==> config.mk <==
export PLATFORM = sky130hd
export DESIGN_NAME = bcd_sum_display_ctrl
export DESIGN_NICKNAME = d
export VERILOG_FILES = /design/src/rtl/bcd_disp_pkg.sv /design/src/rtl/btn_debounce.sv /design/src/rtl/sum4bcc.sv /design/src/rtl/bcd_sum_display_ctrl.sv
export SDC_FILE = /design/constraint.sdc
export NUM_CORES = 1
export LEC_CHECK = 0
export BUFFER_PORTS_ARGS = -buffer_cell sky130_fd_sc_hd__buf_4
export CORE_UTILIZATION = 44
export DETAILED_ROUTE_END_ITERATION = 7
export GPL_TIMING_DRIVEN = 1
export PLACE_DENSITY_LB_ADDON = 0.05
export SYNTH_ARGS = -nofsm -noshare
export SYNTH_HDL_FRONTEND = slang
export SYNTH_SLANG_ARGS = --single-unit
==> constraint.sdc <==
create_clock -name clk -period 5.7 [get_ports clk]
set_input_delay 1.14 -clock clk [delete_from_list [all_inputs] [get_ports clk]]
set_output_delay 1.14 -clock clk [all_outputs]
set_load 0.01 [all_outputs]
==> src/rtl/bcd_disp_pkg.sv <==
// Shared definitions for the BCD sum display controller.
//   state_e   : FSM state encodings (also exported on the debug LEDs)
//   SEG_BLANK : all segments off (active-low)
//   hex7seg   : 4-bit value to active-low 7-segment pattern, MSB = segment a, LSB = segment g
package bcd_disp_pkg;

  typedef enum logic [1:0] {
    ST_IDLE   = 2'd0,
    ST_LOAD_A = 2'd1,
    ST_LOAD_B = 2'd2,
    ST_SHOW   = 2'd3
  } state_e;

  localparam logic [6:0] SEG_BLANK = 7'b1111111;

  // Hex font: 0..9, A, b, C, d, E, F. Bit order {a,b,c,d,e,f,g}, 0 = segment lit.
  function automatic logic [6:0] hex7seg(input logic [3:0] v);
    logic [6:0] s;
    s = SEG_BLANK;
    unique case (v)
      4'h0: s = 7'b0000001;
      4'h1: s = 7'b1001111;
      4'h2: s = 7'b0010010;
      4'h3: s = 7'b0000110;
      4'h4: s = 7'b1001100;
      4'h5: s = 7'b0100100;
      4'h6: s = 7'b0100000;
      4'h7: s = 7'b0001111;
      4'h8: s = 7'b0000000;
      4'h9: s = 7'b0000100;
      4'hA: s = 7'b0001000;
      4'hB: s = 7'b1100000;
      4'hC: s = 7'b0110001;
      4'hD: s = 7'b1000010;
      4'hE: s = 7'b0110000;
      4'hF: s = 7'b0111000;
    endcase
    return s;
  endfunction

endpackage

==> src/rtl/btn_debounce.sv <==
// Button conditioning: 2-FF synchroniser, stability counter and rising-edge pulse.
//   clk    : system clock
//   rst_n  : synchronous active-low reset
//   btn_in : raw asynchronous, bouncing button (active-high)
//   press  : registered one-cycle pulse on each accepted 0->1 transition
module btn_debounce #(
  parameter int unsigned DEBOUNCE = 500000
) (
  input  logic clk,
  input  logic rst_n,
  input  logic btn_in,
  output logic press
);

  localparam int unsigned CW = (DEBOUNCE > 1) ? $clog2(DEBOUNCE) : 1;
  localparam logic [CW-1:0] CntLast = CW'(DEBOUNCE - 1);

  logic          btn_meta_q, btn_sync_q;
  logic          last_q;      // btn_sync level currently being timed
  logic          accepted_q;  // debounced level
  logic [CW-1:0] cnt_q;

  always_ff @(posedge clk) begin
    if (!rst_n) begin
      btn_meta_q <= 1'b0;
      btn_sync_q <= 1'b0;
      last_q     <= 1'b0;
      accepted_q <= 1'b0;
      cnt_q      <= '0;
      press      <= 1'b0;
    end else begin
      btn_meta_q <= btn_in;
      btn_sync_q <= btn_meta_q;
      press      <= 1'b0;
      if (btn_sync_q != last_q) begin
        // Any change restarts the stability window.
        last_q <= btn_sync_q;
        cnt_q  <= '0;
      end else if (cnt_q != CntLast) begin
        cnt_q <= cnt_q + 1'b1;
      end else begin
        accepted_q <= last_q;
        if (last_q && !accepted_q) begin
          press <= 1'b1;
        end
      end
    end
  end

endmodule

==> src/rtl/sum4bcc.sv <==
// 4-bit ripple-carry adder.
//   xi, yi : 4-bit operands
//   zi     : 4-bit sum
//   co     : carry out (sum > 15)
module sum4bcc (
  input  logic [3:0] xi,
  input  logic [3:0] yi,
  output logic [3:0] zi,
  output logic       co
);

  always_comb begin
    logic [4:0] c;
    c    = '0;
    zi   = '0;
    for (int i = 0; i < 4; i++) begin
      zi[i]  = xi[i] ^ yi[i] ^ c[i];
      c[i+1] = (xi[i] & yi[i]) | (c[i] & (xi[i] ^ yi[i]));
    end
    co = c[4];
  end

endmodule

==> src/rtl/bcd_sum_display_ctrl.sv <==
// Operand capture / add / display sequencer for the 4-bit adder and 4-digit 7-segment display.
//   clk     : system clock
//   rst_n   : synchronous active-low reset
//   sw      : operand switches (async)
//   btn     : load/advance button (async, bouncing)
//   seg     : [0:6] = a..g, active-low, registered
//   an      : digit anodes, active-low, registered, an[0] = rightmost
//   carryo  : registered carry of A+B
//   state_o : current FSM state
module bcd_sum_display_ctrl
  import bcd_disp_pkg::*;
#(
  parameter int unsigned REFRESH_DIV = 50000,
  parameter int unsigned DEBOUNCE    = 500000
) (
  input  logic       clk,
  input  logic       rst_n,
  input  logic [3:0] sw,
  input  logic       btn,
  output logic [0:6] seg,
  output logic [3:0] an,
  output logic       carryo,
  output logic [1:0] state_o
);

  localparam int unsigned DW = (REFRESH_DIV > 1) ? $clog2(REFRESH_DIV) : 1;
  localparam logic [DW-1:0] DivLast = DW'(REFRESH_DIV - 1);

  logic [3:0]    sw_meta_q, sw_sync_q;
  logic          press;
  state_e        state_q;
  logic [3:0]    a_q, b_q;
  logic [3:0]    zi;
  logic          co;
  logic [4:0]    sum5;
  logic [1:0]    tens;
  logic [3:0]    units;
  logic [DW-1:0] div_q;
  logic [1:0]    idx_q;
  logic [3:0]    dig_val;
  logic          dig_on;

  assign state_o = state_q;

  // Switch synchroniser
  always_ff @(posedge clk) begin
    if (!rst_n) begin
      sw_meta_q <= '0;
      sw_sync_q <= '0;
    end else begin
      sw_meta_q <= sw;
      sw_sync_q <= sw_meta_q;
    end
  end

  btn_debounce #(
    .DEBOUNCE(DEBOUNCE)
  ) u_btn_debounce (
    .clk   (clk),
    .rst_n (rst_n),
    .btn_in(btn),
    .press (press)
  );

  sum4bcc u_sum4bcc (
    .xi(a_q),
    .yi(b_q),
    .zi(zi),
    .co(co)
  );

  // Binary 0..30 to tens/units
  assign sum5 = {co, zi};

  always_comb begin
    tens  = 2'd0;
    units = sum5[3:0];
    if (sum5 >= 5'd30) begin
      tens  = 2'd3;
      units = 4'(sum5 - 5'd30);
    end else if (sum5 >= 5'd20) begin
      tens  = 2'd2;
      units = 4'(sum5 - 5'd20);
    end else if (sum5 >= 5'd10) begin
      tens  = 2'd1;
      units = 4'(sum5 - 5'd10);
    end
  end

  // FSM and operand registers
  always_ff @(posedge clk) begin
    if (!rst_n) begin
      state_q <= ST_IDLE;
      a_q     <= '0;
      b_q     <= '0;
      carryo  <= 1'b0;
    end else begin
      // Carry tracks the held operands; in the load states B is 0 so it stays low.
      carryo <= co;
      if (press) begin
        unique case (state_q)
          ST_IDLE: state_q <= ST_LOAD_A;
          ST_LOAD_A: begin
            a_q     <= sw_sync_q;
            state_q <= ST_LOAD_B;
          end
          ST_LOAD_B: begin
            b_q     <= sw_sync_q;
            state_q <= ST_SHOW;
          end
          ST_SHOW: begin
            a_q     <= '0;
            b_q     <= '0;
            carryo  <= 1'b0;
            state_q <= ST_LOAD_A;
          end
        endcase
      end
    end
  end

  // Scan divider and digit index
  always_ff @(posedge clk) begin
    if (!rst_n) begin
      div_q <= '0;
      idx_q <= '0;
    end else if (div_q == DivLast) begin
      div_q <= '0;
      idx_q <= idx_q + 2'd1;
    end else begin
      div_q <= div_q + 1'b1;
    end
  end

  // Content of the digit currently selected by idx_q
  always_comb begin
    dig_val = '0;
    dig_on  = 1'b0;
    unique case (state_q)
      ST_IDLE: begin
        dig_on = 1'b0;
      end
      ST_LOAD_A: begin
        if (idx_q == 2'd3) begin
          dig_on  = 1'b1;
          dig_val = sw_sync_q;
        end
      end
      ST_LOAD_B: begin
        if (idx_q == 2'd3) begin
          dig_on  = 1'b1;
          dig_val = a_q;
        end else if (idx_q == 2'd2) begin
          dig_on  = 1'b1;
          dig_val = sw_sync_q;
        end
      end
      ST_SHOW: begin
        dig_on = 1'b1;
        unique case (idx_q)
          2'd3: dig_val = a_q;
          2'd2: dig_val = b_q;
          2'd1: dig_val = {2'b00, tens};
          2'd0: dig_val = units;
        endcase
      end
    endcase
  end

  // Registered display outputs
  always_ff @(posedge clk) begin
    if (!rst_n) begin
      seg <= SEG_BLANK;
      an  <= 4'b1111;
    end else if (dig_on) begin
      seg <= hex7seg(dig_val);
      an  <= ~(4'b0001 << idx_q);
    end else begin
      seg <= SEG_BLANK;
      an  <= 4'b1111;
    end
  end

endmodule
# == Word-level counts from Yosys, hierarchy flattened ==
# Memories as Yosys holds them, arrays and structs flattened. A register that Yosys moved wholly into a read port is not among the register bits.
# Cells that the tools add are included.
# word_totals
ff_bits,65
rom_bits,112
input_bits,7
out_inout_bits,14
wordCells,92
memories,1
# op_classes
add_sub_neg,6
n_lt_le_gt_ge,3
n_eq_ne,9
shifts,1
n_mux,21
bitwise,21
n_reduce_logical,15
# memory_table
name,words,word_bits,rd,rd_ports_with_merged_regs,wr,line,source
(no name shown),16,7,1,1,0,bcd_disp_pkg.sv:20,unique case (v)
# op_table
operator,count
4-bit 2-to-1 mux,6
"19-bit by 1-bit adder with 19-bit output, second input constant",1
"19-bit inequality test, second input constant",1
"16-bit by 1-bit adder with 16-bit output, second input constant",1
"16-bit equality test, second input constant",1
4-bit case mux with 2 select lines,2
4-bit case mux with 4 select lines,1
4-bit case mux with 3 select lines,1
"5-bit greater-or-equal comparator, second input constant",2
"2-bit equality test, second input constant",4
2-bit AND reduction,4
"4-bit subtractor, second input constant",2
1-bit bitwise AND,7
1-bit 2-to-1 mux,7
1-bit bitwise XOR,7
2-bit case mux with 3 select lines,1
2-bit OR reduction,3
"5-bit by 4-bit greater-or-equal comparator with 1-bit output, second input constant",1
"2-bit by 1-bit equality test with 1-bit output, second input constant",2
2-bit logical NOT,2
2-bit 2-to-1 mux,2
4-bit NOT,1
1-bit case mux with 4 select lines,1
2-bit nonzero test,2
other kinds (9),14

# == Longest topological paths before layout ==
# Gate-level depths: netlist of the first run.
# depth
ltp_word,13
ltp_mapped,19
ltp_nobuf,18

# == Modules after synthesis ==
# Synthesis of the first run repeated with hierarchy kept, for this count alone.
# hier_totals
hier_cells,431
hier_area_um2,3876.2
# modules_own_cells
module,instances,cells_each,area_per_inst_um2,seq_area_each_um2
bcd_sum_display_ctrl,1,302,2672.6,960.9
btn_debounce,1,115,1093.5,480.5
sum4bcc,1,14,110.1,0.0

# == Worst setup path before layout of the first run ==
# No wires, ideal clock.
# synth_path
kind,reg2reg
startpoint,reg a_q[0]
endpoint,reg seg[6] in the netlist's numbering
setup_time_ns,0.126
arrival_time_ns,3.920
t_required_ns,5.574
slack_ns,1.654
stages_incl_launch_ff,19
n_path_buf,1
period_less_slack_ns,4.046
cell_sequence,dfxtp_1 ha_1 inv_1 fa_1 fa_1 fa_1 buf_2 inv_1 ha_1 nor3b_1 nor2_1 a211oi_1 nor3b_1 o21ai_1 inv_1 ha_1 or3_1 o211ai_1 o21ai_1
# synth_via
elab_chain_cells,13
word_cells_on_any_way,26
cone_classes,3 x add/sub; 3 x order compare; 9 x mux; 11 x bitwise
# synth_rtl
element,line,source
from (decl),bcd_sum_display_ctrl.sv:32,"logic [3:0] a_q, b_q;"
from (signal assigned),bcd_sum_display_ctrl.sv:104,a_q <= sw_sync_q;
1-bit bitwise AND (2 in series),sum4bcc.sv:18,c[i+1] = (xi[i] & yi[i]) | (c[i] & (xi[i] ^ yi[i]));
1-bit bitwise OR,sum4bcc.sv:18,
1-bit bitwise AND,sum4bcc.sv:18,
1-bit bitwise OR,sum4bcc.sv:18,
1-bit bitwise AND,sum4bcc.sv:18,
1-bit bitwise OR,sum4bcc.sv:18,
5-bit by 4-bit greater-or-equal comparator with 1-bit output,bcd_sum_display_ctrl.sv:84,end else if (sum5 >= 5'd10) begin
4-bit 2-to-1 mux or 1-bit 2-to-1 mux (tied branches),bcd_sum_display_ctrl.sv:84,
4-bit 2-to-1 mux or 2-bit 2-to-1 mux (tied branches),bcd_sum_display_ctrl.sv:81,end else if (sum5 >= 5'd20) begin
4-bit 2-to-1 mux or 2-bit 2-to-1 mux (tied branches),bcd_sum_display_ctrl.sv:78,if (sum5 >= 5'd30) begin
4-bit case mux with 4 select lines,bcd_sum_display_ctrl.sv:160,unique case (idx_q)
4-bit case mux with 3 select lines (*),bcd_sum_display_ctrl.sv:139,unique case (state_q)
to (decl),bcd_sum_display_ctrl.sv:20,"output logic [0:6] seg,"
# Every way passes the cells marked *; elsewhere a longest branch is shown, timed or not.
# A chain may end at the register's enable or synchronous reset.

# == Worst setup path in the final report of the first run ==
# Same ends and word-level chain as after synthesis.

==> metrics, run 1 <==
initial drt markers=116; first-pass GRT wire length=12,400 um; Final min period=4530 ps; Mapped Area=3660 um2; ant diodes=0; unrepaired setup endpoints after global routing=false; Compound-Gate Fraction of Synth Area=15.3%; CP Capture Type=flip-flop; Top FF cell, synth=dfxtp_1; clock buffer depth=2; Area Overhead vs Synth=12.3%; GRT Overall Usage=17.9%; Sw Ratio=21.2%; Setup Skew=8.53 ps; Syn Inst Count=414; sw power=0.209 mW; R2R Setup Slk=1170 ps; die area=8680 um2; #FFs+latches synth=72; # rows=32; vias in the first global route=2,646; Starting Density=46.4%; Final Hold Viols=0; max-cap viol count=0; Synth Net Count=447; Startpoint Class=flip-flop; CP max-delay cell=fa_1; Via density=5.26; Post-CTS Setup Bufs=0; Flop pwr share=52.2%; syn avg cell area=8.83 um2; nets@finish=466; Synth Warn #=0; fmax=221 MHz; Leakage Power=1.48 nW; multiplexer share of the synthesized area=1.68%; RR Endpoint=seg[6]$_SDFF_PN1_; Total Power=0.987 mW; highest-count cells in the layout ignoring fill and taps=dfxtp_1 (72), nor2_1 (64), nand2_1 (32); post-cts resize count=0; Post-DP HPWL=4970 um; kind of critical path=flip-flop to flip-flop; total I/O pin count=21; Clock Pin Slew Worst Setup and Hold Paths=70 ps; highest ir drop seen on vdd=0.000136 V; post-synthesis xor/xnor area fraction=7.66%; CP Max Fanout=8; synth unique cells=58; cts bufs inserted=9; WHS Path Cells=1; total gr overflow=0; Die Wd=93.2 um; adder-cell share of the synthesized area=9.51%; Synth top area share=39.4%; period utilisation layout=79.4%; Gate power share=2.0%; dpl cells=524; die height=93.2 um; post-synthesis sequential area ratio=39.4%; ys async rst share=0%; WHS=437 ps; CTS hold repair buffers=0; Arr. time, crit path=4730 ps; Pins Over Slew Limit=0; Yosys top cell by area=dfxtp_1; total number of vias=2,840; Setup TNS Final=0 ps; IO Port Bufs=20; clk root buf=clkbuf_8; WP buf/inv=3; # setup viols final=0; Register-to-Register Path Depth=17; Hold EP=sw_sync_q[3]$_SDFF_PN0_; WL/cell=13.0 um; slowest stage delay, CP=570 ps; placer congestion estimate=0.827; main combinational cell family by area after synthesis=simple AND/OR/NAND/NOR gates; core region area=7890 um2; Top Family by Delay on Critical Path=adder cells; Clk pwr share=45.8%; share of cells above drive strength 1=11.0%; most common cell after layout, fill and taps aside=dfxtp_1; Tightest Pin Transition=629 ps; simple-gate share of the synthesized area=22.0%; H-tree levels=3; Hold Path Class=flip-flop to flip-flop; Relative slew margins=57.5%; hold path start=sw_meta_q[3]$_SDFF_PN0_; largest net degree at the start of global routing=20; post-route ant nets=0; Power Dens Cells=240 nW/um2; drt total wl=7030 um; clock latency on the worst-skew pair=340 ps; Initial DRT Pass Iterations=5; run status=finished clean; Pint=0.778 mW; Crit path required time=5910 ps; # DRC=0; initial antenna violation count=0; CTS Sinks=72; Post-Layout Cell Count=540; worst path cell trace=ha_1 -> inv_1 -> fa_1 -> fa_1 -> fa_1 -> inv_1 -> ha_1 -> nor3b_1 -> nor2_1 -> a211oi_1 -> nor3b_1 -> o21ai_1 -> inv_1 -> ha_1 -> or3_1 -> o211ai_1 -> o21ai_1; EDFF count, synth=0; top cells by area, synth=dfxtp_1 (39%), ha_1 (7.9%), nor2_1 (6.6%); R2R Path Start=a_q[0]$_SDFFE_PN0P_; CTS tree=built
==> power by group through the flow <==
| stage | combinational (mW) | sequential (mW) | clock (mW) |
|---|---|---|---|
| after floorplan | 0.0139 | 0.526 | 0 |
| after global placement | 0.0204 | 0.527 | 0 |
| after detailed placement | 0.0205 | 0.527 | 0 |
| after CTS | 0.0205 | 0.515 | 0.467 |
| after global routing | 0.0232 | 0.516 | 0.491 |
| final | 0.0198 | 0.515 | 0.452 |
==> layer usage <==
metal / wire length [um] / GRT usage, % / up-vias
met2: 2900 / 26.1 / 70
met4: 80 / 5.00 / 0
met1: 3720 / 25.7 / 1294
met5: 0 / 0 / -
li1: - / - / 1467
met3: 325 / 4.88 / 9
==> cell type report <==
type / count / area [um2]
clock inverter: 6 / 90.1
tap: 102 / 128
inverter: 28 / 105
sequential: 72 / 1440
timing repair buffer: 20 / 150
clock buffer: 10 / 138
multi-input combinational: 302 / 2060
fill: 753 / 3780
==> flip-flops by register name (all words and copies together), names as in the netlist, 2 cells and up <==
signal,flops
div_q,16
a_q,4
sw_meta_q,4
sw_sync_q,4
an,4
u_btn_debounce.cnt_q,19
b_q,4
seg,7
idx_q,2
state_o,2
==> cells in the mapped netlist, drive strengths merged (4+ instances only) <==
library cell / n
inv: 27
nor4b: 4
nor3: 4
xor2: 18
mux2i: 5
a211oi: 6
clkbuf: 9
o21ai: 18
nand3: 10
and3: 7
a21oi: 13
xnor2: 14
dfxtp: 72
nor2: 65
or3: 5
nand2: 32
ha: 23
a32oi: 8
and2: 11
nand4: 10
==> cell families (layout without fill, tap and decap cells) <==
kind of cell               count (synthesis)  count (layout)
muxes                                      6               6
adders and majority gates                 26              26
AOI/OAI and AO/OA                         74              74
buffers and inverters                     40              64
and+or+nand+nor                          164             164
DFF                                       72              72
xor gates and xnor gates                  32              32
==> worst register-to-register path, delay by kind of cell (launching register included) <==
family	cells	cell delay (ps)
AND/OR/NAND/NOR	4	940
AO/OA/AOI/OAI	4	770
adder cells (fa/ha/maj)	6	1940
flip-flops	1	390
buffers and inverters	3	350
==> stage by stage <==
step	instance area, um2	setup WS (ps)	utilization [%]
finish	4110	1170	52.1
global route	4110	888	52.1
CTS	4110	1200	52.1
detailed placement	3880	1210	49.2
global placement	3880	1370	49.2
floorplan	3660	1650	-
==> worst max-delay path by stage <==
stage / start / end / slack, ps / depth (start not counted)
detailed placement: a_q[0]$_SDFFE_PN0P_ / seg[6]$_SDFF_PN1_ / 1210 / 17
global placement: a_q[0]$_SDFFE_PN0P_ / seg[6]$_SDFF_PN1_ / 1370 / 17
floorplan: a_q[0]$_SDFFE_PN0P_ / seg[6]$_SDFF_PN1_ / 1650 / 18
finish: a_q[0]$_SDFFE_PN0P_ / seg[6]$_SDFF_PN1_ / 1170 / 17
global route: a_q[0]$_SDFFE_PN0P_ / seg[6]$_SDFF_PN1_ / 890 / 17
CTS: a_q[0]$_SDFFE_PN0P_ / seg[6]$_SDFF_PN1_ / 1200 / 17
No activity file was read; power rests on OpenSTA's default activity.
==> inputs of run 2 (changes only) <==
- clock period: 5.7 -> 3.9 ns (I/O delays scaled with it)
==> run 2 against run 1 <==
  * Critical path type unchanged
  * Via count grew 3.0%
  * Routed wire length grew 9.4%
  * Power grew 33%
  * Highest routed layer unchanged
==> metrics, run 2 (same netlist as run 1, synthesis figures left out) <==
IO Port Bufs=20 (unchanged); total gr overflow=0 (unchanged); die area=8680 um2 (unchanged); die height=93.2 um (unchanged); highest ir drop seen on vdd=0.000196 V (+44%); Total Power=1.31 mW (+33%); Crit path required time=4130 ps (-1780 ps); total I/O pin count=21 (unchanged); Tightest Pin Transition=632 ps (+2.88 ps); Final min period=3770 ps (-757 ps); CTS Sinks=72 (unchanged); Post-Layout Cell Count=556 (+3.0%); Initial DRT Pass Iterations=4 (-1); Gate power share=2.3% (+0.3 points); WL/cell=13.8 um (+6.3%); clock buffer depth=2 (unchanged); vias in the first global route=2,797 (+5.7%); H-tree levels=3 (unchanged); Power Dens Cells=308 nW/um2 (+28%); Area Overhead vs Synth=16.3%; Clock Pin Slew Worst Setup and Hold Paths=80 ps (about the same); initial antenna violation count=0 (unchanged); kind of critical path=flip-flop to flip-flop; # DRC=0 (unchanged); setup slack after layout=130 ps (-1040 ps); nets@finish=482 (+3.4%); # setup viols final=0 (unchanged); utilization after layout=53.9% (+1.8 points); CTS tree=built; Placement Setup Slack=-42.2 ps (-1260 ps); initial drt markers=147 (+27%); CP Capture Type=flip-flop; Fillers=722 (-4.1%); Setup TNS Final=0 ps (unchanged); Largest Register=u_btn_debounce.cnt_q; Post-DP HPWL=5630 um (+13%); Final Hold Viols=0 (unchanged); Pins Over Slew Limit=0 (unchanged); core region area=7890 um2 (unchanged); post-route ant nets=0 (unchanged); Relative slew margins=57.8% (+0.24 points); max-cap viol count=0 (unchanged); run status=finished clean; Flop pwr share=57.6% (+5.4 points); fmax=265 MHz (+20%); period utilisation layout=96.7% (+17 points); most common cell after layout, fill and taps aside=dfxtp_1; Startpoint Class=flip-flop; ant diodes=0 (unchanged); placer congestion estimate=0.878 (+6.2%); Arr. time, crit path=4000 ps (-730 ps); Via density=5.26 (about the same); first-pass GRT wire length=13,500 um (+8.6%); Leakage Power=1.53 nW (+3.2%); clk root buf=clkbuf_8; Largest regs=u_btn_debounce.cnt_q (19), div_q (16), seg (7); clock latency on the worst-skew pair=340 ps (about the same); GRT Overall Usage=19.9% (+2.0 points); Hold Path Class=flip-flop to flip-flop; Sw Ratio=24.4% (+3.3 points); total number of vias=2,926 (+3.0%); Starting Density=46.4% (unchanged); # rows=32 (unchanged); drt total wl=7690 um (+9.4%); Die Wd=93.2 um (unchanged); CP Max Fanout=9 (+1); Pint=0.988 mW (+27%); Setup Skew=7.38 ps (-1.15 ps); sw power=0.320 mW (+53%); largest net degree at the start of global routing=20 (unchanged); share of cells above drive strength 1=18.1% (+7.1 points); dpl cells=538 (+2.7%); Clk pwr share=40.1% (-5.7 points); max FFs per register=19 (unchanged); highest-count cells in the layout ignoring fill and taps=dfxtp_1 (70), nor2_1 (64), buf_4 (36); cts bufs inserted=9 (unchanged)
## run 2: repair_timing
item,CTS,global route
hold buffers,0,0
endpoints found under the setup margin,1,6
pin swaps,2,3
buffers inserted,1,1
resized for setup,1,18
## run 2: final cells by class
class	instances	area (um2)	area share, %
Multi-Input combinational cell	302	2130	50.2
Sequential cell	72	1440	34.0
Timing Repair Buffer	36	270	6.36
Tap cell	102	128	3.00
Clock buffer	9	124	2.91
Inverter	28	105	2.47
Clock inverter	7	47.5	1.12
## run 2: worst max-delay path: stages (launching register included)
cell,delay [ps]
dfxtp_2,330
ha_2,160
inv_2,30
fa_2,330
fa_2,350
fa_1,470
inv_2,100
ha_4,150
or3b_4,400
a41oi_2,200
a21oi_1,100
o31ai_4,420
mux2_2,390
a21oi_1,130
o21ai_1,90
## run 2: power groups by stage
stage / logic (mW) / clock network (mW) / registers, mW
after floorplan: 0.0203 / 0 / 0.768
after global placement: 0.0305 / 0 / 0.770
after detailed placement: 0.0307 / 0 / 0.770
after CTS: 0.0308 / 0.540 / 0.753
after global routing: 0.0355 / 0.582 / 0.755
final: 0.0300 / 0.525 / 0.753
## run 2: path summary, 6_finish.rpt
kind | startpoint | endpoint | slack (ps) | cells past startpoint
setup / recovery | a_q[0]$_SDFFE_PN0P_ | seg[5]$_SDFF_PN1_ | 130 | 14
hold reg to reg | u_btn_debounce.btn_meta_q$_SDFF_PN0_ | u_btn_debounce.btn_sync_q$_SDFF_PN0_ | 440 | 1
setup reg to reg | a_q[0]$_SDFFE_PN0P_ | seg[5]$_SDFF_PN1_ | 130 | 14
hold / removal | u_btn_debounce.btn_meta_q$_SDFF_PN0_ | u_btn_debounce.btn_sync_q$_SDFF_PN0_ | 440 | 1
## run 2: metal layers
| layer | global-route usage, % | up-vias | wire length [um] |
|---|---|---|---|
| met5 | 0 | - | 0 |
| met4 | 8.46 | 0 | 150 |
| met3 | 4.47 | 13 | 297 |
| met2 | 29.6 | 66 | 3280 |
| met1 | 27.6 | 1343 | 3960 |
| li1 | - | 1504 | - |
## run 2: metrics by stage
stage | instance area, um2 | hold WS (ps)
floorplan | 3670 | 409
global placement | 4000 | 419
detailed placement | 4000 | 421
CTS | 4180 | 440
global route | 4250 | 450
finish | 4250 | 437
